File: config.mk
export PLATFORM = sky130hd
export DESIGN_NAME = uart_rx_flat
export DESIGN_NICKNAME = d
export VERILOG_FILES = /design/src/rtl/uart_pkg.sv /design/src/rtl/uart_rx_if.sv /design/src/rtl/uart_rx_fifo.sv /design/src/rtl/uart_rx.sv /design/src/flat_wrapper.sv
export SDC_FILE = /design/constraint.sdc
export NUM_CORES = 1
export LEC_CHECK = 0
export ABC_AREA = 0
export BUFFER_PORTS_ARGS = -buffer_cell sky130_fd_sc_hd__buf_2
export CAP_MARGIN = 20
export CORE_UTILIZATION = 62
export DETAILED_ROUTE_END_ITERATION = 10
export PLACE_DENSITY_LB_ADDON = 0.2
export SYNTH_ARGS = -nofsm -noshare
export SYNTH_HDL_FRONTEND = slang
export SYNTH_SLANG_ARGS = --single-unit
File: constraint.sdc
create_clock -name clk -period 3.6 [get_ports clk]
set_input_delay 0.18 -clock clk [delete_from_list [all_inputs] [get_ports clk]]
set_output_delay 0.18 -clock clk [all_outputs]
set_load 0.1 [all_outputs]
File: src/rtl/uart_pkg.sv
`default_nettype none
// +----------------------------------------------------------------------------+
// | Module      : uart_pkg                                                     |
// | Description : Shared definitions for the MCU UART receiver: receive FSM    |
// |               state encoding, frame width and default bit divider.         |
// | Revision    : 1.0  initial release                                         |
// +----------------------------------------------------------------------------+
package uart_pkg;

    // Data bits per frame (8N1, LSB first)
    localparam int UART_BITS        = 8;

    // 100 MHz system clock / 2 MBPS line rate
    localparam int DEFAULT_BAUD_DIV = 50;

    typedef enum logic [2:0] {
        ST_IDLE  = 3'd0,
        ST_START = 3'd1,
        ST_DATA  = 3'd2,
        ST_STOP  = 3'd3,
        ST_BREAK = 3'd4
    } rx_state_t;

endpackage : uart_pkg
`default_nettype wire

File: src/rtl/uart_rx_if.sv
`default_nettype none
// +----------------------------------------------------------------------------+
// | Module      : uart_rx_if                                                   |
// | Description : Consumer-side bundle of the UART receiver: FIFO head with    |
// |               valid/ready pop handshake, FIFO-full status and the          |
// |               framing / overrun error pulses.                              |
// |   rdata  : FIFO head byte, valid while rvalid=1                            |
// |   rvalid : FIFO not empty                                                  |
// |   rready : consumer pops head on rvalid && rready                          |
// |   full   : FIFO full                                                       |
// |   ferr   : one-clk pulse, stop bit sampled low                             |
// |   ovf    : one-clk pulse, good byte dropped because FIFO full              |
// |   master = receiver side, slave = consumer side                            |
// | Revision    : 1.0  initial release                                         |
// +----------------------------------------------------------------------------+
interface uart_rx_if;
    logic [7:0] rdata;
    logic       rvalid;
    logic       rready;
    logic       full;
    logic       ferr;
    logic       ovf;

    modport master (
        output rdata,
        output rvalid,
        output full,
        output ferr,
        output ovf,
        input  rready
    );

    modport slave (
        input  rdata,
        input  rvalid,
        input  full,
        input  ferr,
        input  ovf,
        output rready
    );
endinterface : uart_rx_if
`default_nettype wire

File: src/rtl/uart_rx_fifo.sv
`default_nettype none
// +----------------------------------------------------------------------------+
// | Module      : uart_rx_fifo                                                 |
// | Description : Synchronous first-word-fall-through byte FIFO.               |
// |               o_dout shows the head entry whenever o_empty=0 and reads 0   |
// |               when empty. A push into a full FIFO is accepted only when a  |
// |               pop happens in the same cycle; a pop when empty is ignored.  |
// |   clk, rst_n : clock, asynchronous active-low reset                        |
// |   i_push/i_din : write request and data                                    |
// |   i_pop        : remove head entry                                         |
// |   o_dout, o_empty, o_full : head data and status                           |
// | Revision    : 1.0  initial release                                         |
// +----------------------------------------------------------------------------+
module uart_rx_fifo
    import uart_pkg::*;
#(
    parameter int FIFO_AW = 4
) (
    input  wire logic                 clk,
    input  wire logic                 rst_n,
    input  wire logic                 i_push,
    input  wire logic [UART_BITS-1:0] i_din,
    input  wire logic                 i_pop,
    output logic      [UART_BITS-1:0] o_dout,
    output logic                      o_empty,
    output logic                      o_full
);
    localparam logic [FIFO_AW:0] c_DEPTH = (FIFO_AW+1)'(2**FIFO_AW);

    logic [UART_BITS-1:0] r_mem [0:(2**FIFO_AW)-1];
    logic [FIFO_AW-1:0]   r_rd_ptr;
    logic [FIFO_AW-1:0]   r_wr_ptr;
    logic [FIFO_AW:0]     r_count;

    logic w_do_pop;
    logic w_do_push;

    assign o_empty   = (r_count == '0);
    assign o_full    = (r_count == c_DEPTH);
    assign w_do_pop  = i_pop && !o_empty;
    // A simultaneous pop frees the slot, so a full FIFO still takes the byte
    assign w_do_push = i_push && (!o_full || w_do_pop);
    assign o_dout    = o_empty ? '0 : r_mem[r_rd_ptr];

    // Storage is not reset; the empty gate on o_dout hides stale contents
    always_ff @(posedge clk) begin
        if (w_do_push) begin
            r_mem[r_wr_ptr] <= i_din;
        end
    end

    always_ff @(posedge clk or negedge rst_n) begin
        if (!rst_n) begin
            r_rd_ptr <= '0;
            r_wr_ptr <= '0;
            r_count  <= '0;
        end else begin
            if (w_do_push) begin
                r_wr_ptr <= r_wr_ptr + FIFO_AW'(1);
            end
            if (w_do_pop) begin
                r_rd_ptr <= r_rd_ptr + FIFO_AW'(1);
            end
            if (w_do_push && !w_do_pop) begin
                r_count <= r_count + (FIFO_AW+1)'(1);
            end else if (w_do_pop && !w_do_push) begin
                r_count <= r_count - (FIFO_AW+1)'(1);
            end
        end
    end
endmodule : uart_rx_fifo
`default_nettype wire

File: src/rtl/uart_rx.sv
`default_nettype none
// +----------------------------------------------------------------------------+
// | Module      : uart_rx                                                      |
// | Description : MCU-side UART receiver, 8N1 LSB first. Oversamples rxd with  |
// |               clk, frames bytes and pushes good bytes into an FWFT FIFO    |
// |               read through a valid/ready handshake. Flags framing errors   |
// |               (ferr) and overruns (ovf) as one-clk pulses.                 |
// |   clk   : system clock                                                     |
// |   rst_n : asynchronous active-low reset                                    |
// |   rxd   : serial input, idle high, asynchronous to clk                     |
// |   bus   : uart_rx_if.master (rdata, rvalid, rready, full, ferr, ovf)       |
// | Parameters  : BAUD_DIV (clk per bit, 8..65535), FIFO_AW (depth=2**FIFO_AW) |
// | Option      : UART_RX_MAJORITY_EN - bit value is 2-of-3 majority of the    |
// |               synchronised line at cnt==2,1,0 instead of cnt==0 alone.     |
// | Revision    : 1.0  initial release                                         |
// +----------------------------------------------------------------------------+
module uart_rx
    import uart_pkg::*;
#(
    parameter int BAUD_DIV = DEFAULT_BAUD_DIV,
    parameter int FIFO_AW  = 4
) (
    input  wire logic clk,
    input  wire logic rst_n,
    input  wire logic rxd,
    uart_rx_if.master bus
);
    localparam int             c_BW     = $clog2(UART_BITS);
    localparam logic [15:0]    c_RELOAD = 16'(BAUD_DIV - 1);
    localparam logic [15:0]    c_HALF   = 16'(BAUD_DIV / 2 - 1);
    localparam logic [c_BW-1:0] c_LAST  = c_BW'(UART_BITS - 1);

    logic                 r_sync1;
    logic                 r_sync2;
    logic                 r_prev;
    logic [1:0]           r_fill;
    logic                 r_armed;
    rx_state_t            r_state;
    rx_state_t            w_state_nxt;
    logic [15:0]          r_cnt;
    logic [15:0]          w_cnt_nxt;
    logic [c_BW-1:0]      r_bit;
    logic [c_BW-1:0]      w_bit_nxt;
    logic [UART_BITS-1:0] r_sr;
    logic [UART_BITS-1:0] w_sr_nxt;
    logic                 w_push;
    logic                 w_ferr_set;
    logic                 r_ferr;
    logic                 r_ovf;
    logic                 w_rxd_s;
    logic                 w_tick;
    logic                 w_fall;
    logic                 w_sample;
    logic                 w_fifo_empty;
    logic                 w_fifo_full;

    assign w_rxd_s = r_sync2;
    assign w_tick  = (r_cnt == '0);
    assign w_fall  = r_armed && r_prev && !w_rxd_s;

    // Input synchroniser, edge history and arming. r_fill marks when the
    // synchroniser holds real line samples rather than its reset value, so a
    // line held low across reset release can never arm the receiver.
    always_ff @(posedge clk or negedge rst_n) begin
        if (!rst_n) begin
            r_sync1 <= 1'b1;
            r_sync2 <= 1'b1;
            r_prev  <= 1'b1;
            r_fill  <= 2'b00;
            r_armed <= 1'b0;
        end else begin
            r_sync1 <= rxd;
            r_sync2 <= r_sync1;
            r_prev  <= w_rxd_s;
            r_fill  <= {r_fill[0], 1'b1};
            if (r_fill[1] && w_rxd_s) begin
                r_armed <= 1'b1;
            end
        end
    end

`ifdef UART_RX_MAJORITY_EN
    logic r_s2;
    logic r_s1;

    always_ff @(posedge clk or negedge rst_n) begin
        if (!rst_n) begin
            r_s2 <= 1'b1;
            r_s1 <= 1'b1;
        end else begin
            if (r_cnt == 16'd2) r_s2 <= w_rxd_s;
            if (r_cnt == 16'd1) r_s1 <= w_rxd_s;
        end
    end

    assign w_sample = (r_s2 & r_s1) | (r_s2 & w_rxd_s) | (r_s1 & w_rxd_s);
`else
    assign w_sample = w_rxd_s;
`endif

    always_ff @(posedge clk or negedge rst_n) begin
        if (!rst_n) begin
            r_state <= ST_IDLE;
        end else begin
            r_state <= w_state_nxt;
        end
    end

    always_comb begin
        w_state_nxt = r_state;
        w_cnt_nxt   = r_cnt;
        w_bit_nxt   = r_bit;
        w_sr_nxt    = r_sr;
        w_push      = 1'b0;
        w_ferr_set  = 1'b0;

        // Bit timer free-runs only while a frame is being sampled
        if (r_state == ST_START || r_state == ST_DATA || r_state == ST_STOP) begin
            w_cnt_nxt = w_tick ? c_RELOAD : (r_cnt - 16'd1);
        end

        case (r_state)
            ST_IDLE: begin
                if (w_fall) begin
                    w_state_nxt = ST_START;
                    w_cnt_nxt   = c_HALF;
                end
            end
            ST_START: begin
                if (w_tick) begin
                    if (!w_sample) begin
                        w_state_nxt = ST_DATA;
                        w_bit_nxt   = '0;
                    end else begin
                        w_state_nxt = ST_IDLE;
                    end
                end
            end
            ST_DATA: begin
                if (w_tick) begin
                    w_sr_nxt  = {w_sample, r_sr[UART_BITS-1:1]};
                    w_bit_nxt = r_bit + c_BW'(1);
                    if (r_bit == c_LAST) begin
                        w_state_nxt = ST_STOP;
                    end
                end
            end
            ST_STOP: begin
                // Leave at the stop-bit centre so a back-to-back start edge
                // arriving within the next half bit is still caught
                if (w_tick) begin
                    if (w_sample) begin
                        w_push      = 1'b1;
                        w_state_nxt = ST_IDLE;
                    end else begin
                        w_ferr_set  = 1'b1;
                        w_state_nxt = ST_BREAK;
                    end
                end
            end
            ST_BREAK: begin
                if (w_rxd_s) begin
                    w_state_nxt = ST_IDLE;
                end
            end
            default: begin
                w_state_nxt = ST_IDLE;
            end
        endcase
    end

    always_ff @(posedge clk or negedge rst_n) begin
        if (!rst_n) begin
            r_cnt  <= '0;
            r_bit  <= '0;
            r_sr   <= '0;
            r_ferr <= 1'b0;
            r_ovf  <= 1'b0;
        end else begin
            r_cnt  <= w_cnt_nxt;
            r_bit  <= w_bit_nxt;
            r_sr   <= w_sr_nxt;
            r_ferr <= w_ferr_set;
            // Full implies non-empty, so rready alone tells whether a pop frees a slot
            r_ovf  <= w_push && w_fifo_full && !bus.rready;
        end
    end

    uart_rx_fifo #(
        .FIFO_AW (FIFO_AW)
    ) u_fifo (
        .clk     (clk),
        .rst_n   (rst_n),
        .i_push  (w_push),
        .i_din   (w_sr_nxt),
        .i_pop   (bus.rready),
        .o_dout  (bus.rdata),
        .o_empty (w_fifo_empty),
        .o_full  (w_fifo_full)
    );

    assign bus.rvalid = !w_fifo_empty;
    assign bus.full   = w_fifo_full;
    assign bus.ferr   = r_ferr;
    assign bus.ovf    = r_ovf;
endmodule : uart_rx
`default_nettype wire

File: src/flat_wrapper.sv
// flat-port wrapper written by rule: the top's interface ports become plain ports
module uart_rx_flat import uart_pkg::*;
#(
    parameter int BAUD_DIV = DEFAULT_BAUD_DIV,
    parameter int FIFO_AW  = 4
)
  (clk, rst_n, rxd, bus_rdata, bus_rvalid, bus_full, bus_ferr, bus_ovf, bus_rready);
  uart_rx_if bus_i ();
  input  wire logic clk;
  input  wire logic rst_n;
  input  wire logic rxd;
  output wire logic [$bits(bus_i.rdata)-1:0] bus_rdata;
  output wire logic [$bits(bus_i.rvalid)-1:0] bus_rvalid;
  output wire logic [$bits(bus_i.full)-1:0] bus_full;
  output wire logic [$bits(bus_i.ferr)-1:0] bus_ferr;
  output wire logic [$bits(bus_i.ovf)-1:0] bus_ovf;
  input wire logic [$bits(bus_i.rready)-1:0] bus_rready;
  assign bus_rdata = bus_i.rdata;
  assign bus_rvalid = bus_i.rvalid;
  assign bus_full = bus_i.full;
  assign bus_ferr = bus_i.ferr;
  assign bus_ovf = bus_i.ovf;
  assign bus_i.rready = bus_rready;
  uart_rx #(.BAUD_DIV(BAUD_DIV), .FIFO_AW(FIFO_AW)) u_core (.clk(clk), .rst_n(rst_n), .rxd(rxd), .bus(bus_i));
endmodule
Word level (Yosys, flattened, before mapping)
Memories as Yosys holds them, arrays and structs flattened.
Cells that the tools add are included.

word-level totals
  register bits = 51
  RAM bits = 128
  bits of input ports = 4
  output and inout bits = 12
  word-level logic and storage cells = 89
  memories kept = 1

memories
  name                 depth  width  read ports  clocked after Yosys merged registers in  write ports  RTL line            source
  u_core.u_fifo.r_mem  16     8      1           0                                        1            uart_rx_fifo.sv:30  logic [UART_BITS-1:0] r_mem [0:(2**FIFO_AW)-1];

cells by class
  add/sub/neg operators = 6
  equal/unequal tests = 13
  multiplexer cells = 30
  reduce and logical (&&, ||, !) cells = 25

operators by type and width
  cell                                                                  number
  16-bit 2-to-1 mux                                                     4
  3-bit 2-to-1 mux                                                      10
  8-bit 2-to-1 mux                                                      3
  16-bit logical NOT                                                    1
  16-bit by 1-bit subtractor with 16-bit output, second input constant  1
  3-bit one-hot mux with 5 select lines                                 1
  5-bit 2-to-1 mux                                                      2
  2-bit by 1-bit != test with 1-bit output, second input constant       5
  1-bit logical AND                                                     9
  4-bit by 1-bit adder with 4-bit output, second input constant         2
  1-bit 2-to-1 mux                                                      8
  3-bit by 2-bit == test with 1-bit output, second input constant       2
  3-bit == test, second input constant                                  2
  1-bit logical NOT                                                     6
  3-bit one-hot mux with 2 select lines                                 1
  6-bit AND reduction                                                   1
  5-bit by 1-bit adder with 5-bit output, second input constant         1
  5-bit == test, second input constant                                  1
  5-bit logical NOT                                                     1
  5-bit by 1-bit subtractor with 5-bit output, second input constant    1
  2-bit != test, second input constant                                  2
  4-bit AND reduction                                                   1
  2-bit nonzero test                                                    2
  3-bit by 1-bit adder with 3-bit output, second input constant         1
  4 further kinds                                                       6

Longest topological paths before layout
  depth after elaboration = 9
  gate-level depth with buffers = 12
  depth with buffers taken out = 12

Hierarchy
Synthesis repeated with hierarchy kept, for this count alone.

unflattened totals
  cells, all modules = 453
  area total of the unflattened synthesis = 7596.0 um^2

modules (own cells, without submodules)
  module        instances  cells an instance  area each (um^2)
  uart_rx_fifo  1          299                5814.3
  uart_rx       1          154                1781.7

Worst setup path after synthesis
Ideal clock, no wire load.

  kind = register -> output
  start point = register u_core.u_fifo.r_rd_ptr[1]
  end point = output bus_rdata[0]
  data arrival time = 3867 ps
  required time = 3420 ps
  slack = -447 ps
  cell stages (with the launch flop) = 7
  path through = dfrtp_1 -> clkbuf_1 -> buf_2 -> buf_1 -> mux4_2 -> mux2i_1 -> a211oi_1

between the ends
  cells in the longest elaborated chain, start to end = 2

RTL lines
  item                      RTL line            source
  start: declaration        uart_rx_fifo.sv:31  logic [FIFO_AW-1:0] r_rd_ptr;
  start signal: assignment  uart_rx_fifo.sv:62  r_rd_ptr <= r_rd_ptr + FIFO_AW'(1);
  memory read 16 x 8 bit    -
  8-bit 2-to-1 mux          uart_rx_fifo.sv:43  assign o_dout = o_empty ? '0 : r_mem[r_rd_ptr];
  end: declaration          flat_wrapper.sv:12  output wire logic [$bits(bus_i.rdata)-1:0] bus_rdata;

No other way between the ends.

Final worst setup path
  start point = register u_core.r_cnt[0]
  end point = register u_core.u_fifo.r_count[4]

between the ends
  cells in the longest elaborated chain, start to end = 7

RTL lines
  item                                 RTL line            source
  start: declaration                   uart_rx.sv:40       logic [15:0] r_cnt;
  start signal: assignment             uart_rx.sv:180      r_cnt <= w_cnt_nxt;
  16-bit logical NOT *                 uart_rx.sv:58       assign w_tick = (r_cnt == '0);
  1-bit 2-to-1 mux *                   uart_rx.sv:151      if (w_tick) begin
  1-bit 2-to-1 mux *                   uart_rx.sv:122      case (r_state)
  1-bit logical AND *                  uart_rx_fifo.sv:42  assign w_do_push = i_push && (!o_full || w_do_pop);
  named net u_core.u_fifo.w_do_push    uart_rx_fifo.sv:36  logic w_do_push;
  1-bit logical NOT                    uart_rx_fifo.sv:66  end else if (w_do_pop && !w_do_push) begin
  1-bit logical AND                    uart_rx_fifo.sv:66
  2-bit nonzero test (no source line)  -
  end signal: assignment               uart_rx_fifo.sv:65  r_count <= r_count + (FIFO_AW+1)'(1);
  end signal: assignment               uart_rx_fifo.sv:67  r_count <= r_count - (FIFO_AW+1)'(1);
  end: declaration                     uart_rx_fifo.sv:33  logic [FIFO_AW:0] r_count;

Mark *: on every way through the listed nets, which the timed path passes. The rest lies on a longest branch.
A chain may end at the register's enable or synchronous reset.

==> flow_summary_export.csv <==
group,metric,value,unit
final_layout,diodes,0,
grt,grt_max_degree,29,
hold_path,min_to,"u_core.u_fifo.r_rd_ptr[2]",
drt,wire_per_inst,21.18,microns
timing,setup_tns,0,ns
timing,fin_crit,3.116,ns
grt,gr-usage-all-layers,24.71,%
setup_path,cp-end-kind,"register",
timing,grt_setup_unrepaired,"false",
final_layout,fin_area,8531,sq um
yosys,synth_warnings,0,
yosys,netlist_top_cells_area,"edfxtp_1, dfrtp_1, mux4_2",
timing,max_slew_margin,39.48,%
pwr,power.leakage,3.058,nW
clocking,cts.repair.resized,0,
placement,port_buffers,15,
setup_path,slowest_stage,"dfrtp_1",
setup_path,cp_num_cells,13,
timing,whs,0.06145,ns
setup_path,path_class,"reg -> reg",
setup_path,cpMostUsedCell,"ha_1",
placement,dpl-instance-area,7850,sq um
drt,vias,3901,
placement,place.gp.congestion,0.7773,
drt,ant_nets,0,
yosys,synth-seq-cells,179,
timing,setup_violations,0,
setup_path,reg2reg_depth,13,
die,fp.dieH,111.9,microns
clocking,cts.sinks,179,
yosys,syn_nets,472,
run,maxCapViolCount,0,
die,ios,16,
setup_path,cp_num_buf_inv,3,
setup_path,rrSetupSlack,0.48,ns
setup_path,r2r_end,"u_core.u_fifo.r_count[4]",
pwr,seq_power_share,39.8,%
clocking,cts_tree,"yes",
yosys,synth.distinct_cells,49,
setup_path,r2r_start,"u_core.r_cnt[0]",
yosys,syn_area_per_cell,16.52,sq um
yosys,netlist_instances,453,
die,dieWidth,111.9,microns
grt,gr-total-overflow,0,
drt,drt_pass1_iterations,7,
run_status,violations,"design-rule violations",
grt,grt_pass1_vias,4039,
die,coreArea,11610,sq um
yosys,synth_edf_count,128,
die,initial_utilization,64.45,%
final_layout,layout.nets,509,
yosys,synth_top_area_share,51.35,%
setup_path,startpoint_type,"register",
die,rows,39,
clocking,htree_levels,4,
run_status,status,"finished, violations left",
clocking,clock_latency,0.42,ns
pwr,p_sw,0.002312,W
yosys,yosysSeqAreaShare,68.46,%
yosys,ys_async_sr_fraction,28.49,%
setup_path,cp.arrival,3.46,ns
drt,routed_wirelength,13.66,mm
pwr,intPower,0.004374,W
die,die_area,12510,sq um
setup_path,cpPeakStageDelay,0.40,ns
timing,worst_pin_slew,0.9078,ns
yosys,yosysTopAreaCell,"edfxtp_1",
clocking,post_cts_buffers,0,
timing,hold_viol_final,0,
hold_path,hold_depth,3,
timing,fmax,321.0,MHz
clocking,clk_pin_slew,0.06,ns
timing,period_share,86.54,%
yosys,ys.flop_type,"edfxtp_1",
timing,drv_slew,0,
drt,drtIter0Drc,346,
setup_path,cp_top_family,"simple AND/OR/NAND/NOR gates",
clocking,cts_root_buf,"clkbuf_16",
clocking,hold_buffers,2,
placement,place_hpwl,8.820,mm
timing,clock_skew,0.003604,ns
pwr,ir_worst_vdd,0.5669,mV
yosys,synth.cell_area,7485,sq um
setup_path,crit_required,3.95,ns
final_layout,drive_above_1_share,25.70,%
pwr,combPwrFrac,29.6,%
grt,antenna_found_initial,0,
drt,viasPerCell,6.048,
drt,drc_errors,1,
pwr,powerDensity,783.8,nW/um^2
final_layout,syn_to_final_growth,13.98,%
grt,grt_pass1_wl,22.29,mm
clocking,cts_buffers,17,
pwr,p_sw_share,34.58,%
hold_path,min_from,"bus_rready",
pwr,clkPwrFrac,30.6,%
hold_path,hold_class,"in -> reg",
clocking,clock_path_buffers,2,
setup_path,path_cells,"inv_1, ha_1, nor3b_1, nand4_1, nor3b_2, buf_4, ha_1, inv_1, ha_1, a21o_1, a21oi_1, mux2i_1, xnor2_1",
setup_path,worstPathMaxFanout,9,
[synthesized netlist by cell type (6+ instances only)]
| library cell | number |
|---|---|
| edfxtp_1 | 128 |
| dfrtp_1 | 48 |
| nor2_1 | 37 |
| mux4_2 | 32 |
| nand2_1 | 20 |
| xnor2_1 | 18 |
| a211oi_1 | 16 |
| ha_1 | 14 |
| clkbuf_1 | 12 |
| mux2i_1 | 10 |
| nor3_1 | 10 |
| inv_1 | 9 |
| nor2b_1 | 9 |
| o21ai_0 | 8 |
| a21oi_1 | 7 |
| mux2_4 | 7 |
| nor4_1 | 7 |
| buf_1 | 6 |
| nand3_1 | 6 |
| xor2_1 | 6 |
[registers in the layout, summed over array words and instances (netlist names)]
signal,flops
u_core.u_fifo.r_wr_ptr,4
u_core.u_fifo.r_mem,128
u_core.r_fill,2
u_core.u_fifo.r_rd_ptr,4
u_core.bus.ovf,1
u_core.u_fifo.r_count,5
u_core.r_armed,1
u_core.r_sync2,1
u_core.r_state,3
u_core.bus.ferr,1
u_core.r_sync1,1
u_core.r_sr,8
u_core.r_cnt,16
u_core.r_bit,3
u_core.r_prev,1
[logic make-up (layout without fill, tap and decap cells)]
family,Yosys count,count (layout),synth area share [%]
buffers and inverters,31,80,1.822
xor gates and xnor gates,24,24,2.808
other,1,1,0.05010
AOI/OAI and AO/OA,40,40,3.578
adders and majority gates,15,15,2.608
and+or+nand+nor,111,111,7.857
DFF,179,179,68.46
muxes,52,52,12.82
[how the worst max path moves through the flow]
stage                          endpoint                     start
3_5_place_dp   u_core.u_fifo.r_count[4]           u_core.r_cnt[0]
5_1_grt        u_core.u_fifo.r_count[4]           u_core.r_cnt[0]
3_3_place_gp   u_core.u_fifo.r_count[4]           u_core.r_cnt[0]
6_report       u_core.u_fifo.r_count[4]           u_core.r_cnt[0]
4_1_cts        u_core.u_fifo.r_count[4]           u_core.r_cnt[0]
2_1_floorplan  u_core.u_fifo.r_count[4]  u_core.u_fifo.r_count[1]
[area by class of cell]
class	count	area (sq um)
clock buffers	18	429.2
clock inverters	13	231.5
fillers	737	3083
inverters	9	33.78
multi-input cells	243	2265
flip-flops and latches	179	5125
well taps	143	178.9
repair buffers	40	267.8
[per-layer routing]
layer / part of all wire, % / wire length, microns / track usage [%] / vias up
li1: - / - / - / 1798
met1: 44 / 6035 / 33.49 / 2003
met2: 50 / 6782 / 39.30 / 79
met3: 4.4 / 600 / 5.716 / 21
met4: 1.8 / 241 / 9.910 / 0
met5: 0 / 0 / 0 / -
[worst min-delay path, delay by kind of cell]
| family | cells | cell delay (ns) |
|---|---|---|
| simple gates | 1 | 0.09 |
| buf+inv | 1 | 0.11 |
| xor+xnor | 1 | 0.06 |
[cell usage in the layout (no fill, tap or decap), types with 3 or more instances in the layout]
master	Yosys	final
nor2b_1	9	9
nand3_1	6	6
a211oi_2	0	8
buf_4	0	23
nor3_1	10	10
buf_2	3	15
ha_1	14	14
a211oi_1	16	8
mux2i_1	10	10
xor2_1	6	6
bufinv_16	0	6
nor2_1	37	37
dfstp_2	3	3
inv_1	9	9
nand2_1	20	20
dfrtp_1	48	47
nor4_1	7	7
mux2_4	7	7
xnor2_1	18	18
a21oi_1	7	7
mux4_2	32	32
edfxtp_1	128	128
clkbuf_16	0	17
mux2_2	3	3
o21ai_0	8	8
or3_1	3	3
[through the flow]
| step | total power (W) | cells | worst slack [ns] | util (%) |
|---|---|---|---|---|
| 3_3_place_gp | 0.004635 | 612 | 0.6725 | 67.59 |
| 3_5_place_dp | 0.004683 | 612 | 0.5256 | 67.59 |
| 4_1_cts | 0.006728 | 645 | 0.4741 | 73.45 |
| 6_report | 0.006686 | 645 | 0.4844 | 73.45 |
| 5_1_grt | 0.006979 | 645 | 0.2159 | 73.45 |
| 2_1_floorplan | 0.004298 | 453 | 0.1326 | - |
[power groups by stage]
stage               clock [W]  sequential (W)  combinational [W]
floorplan                   0         0.00249            0.00181
global placement            0         0.00269            0.00194
detailed placement          0         0.00270            0.00198
CTS                   0.00207         0.00267            0.00199
global route          0.00216         0.00271            0.00211
finish                0.00204         0.00266            0.00198
(Power assumes the default switching activity.)
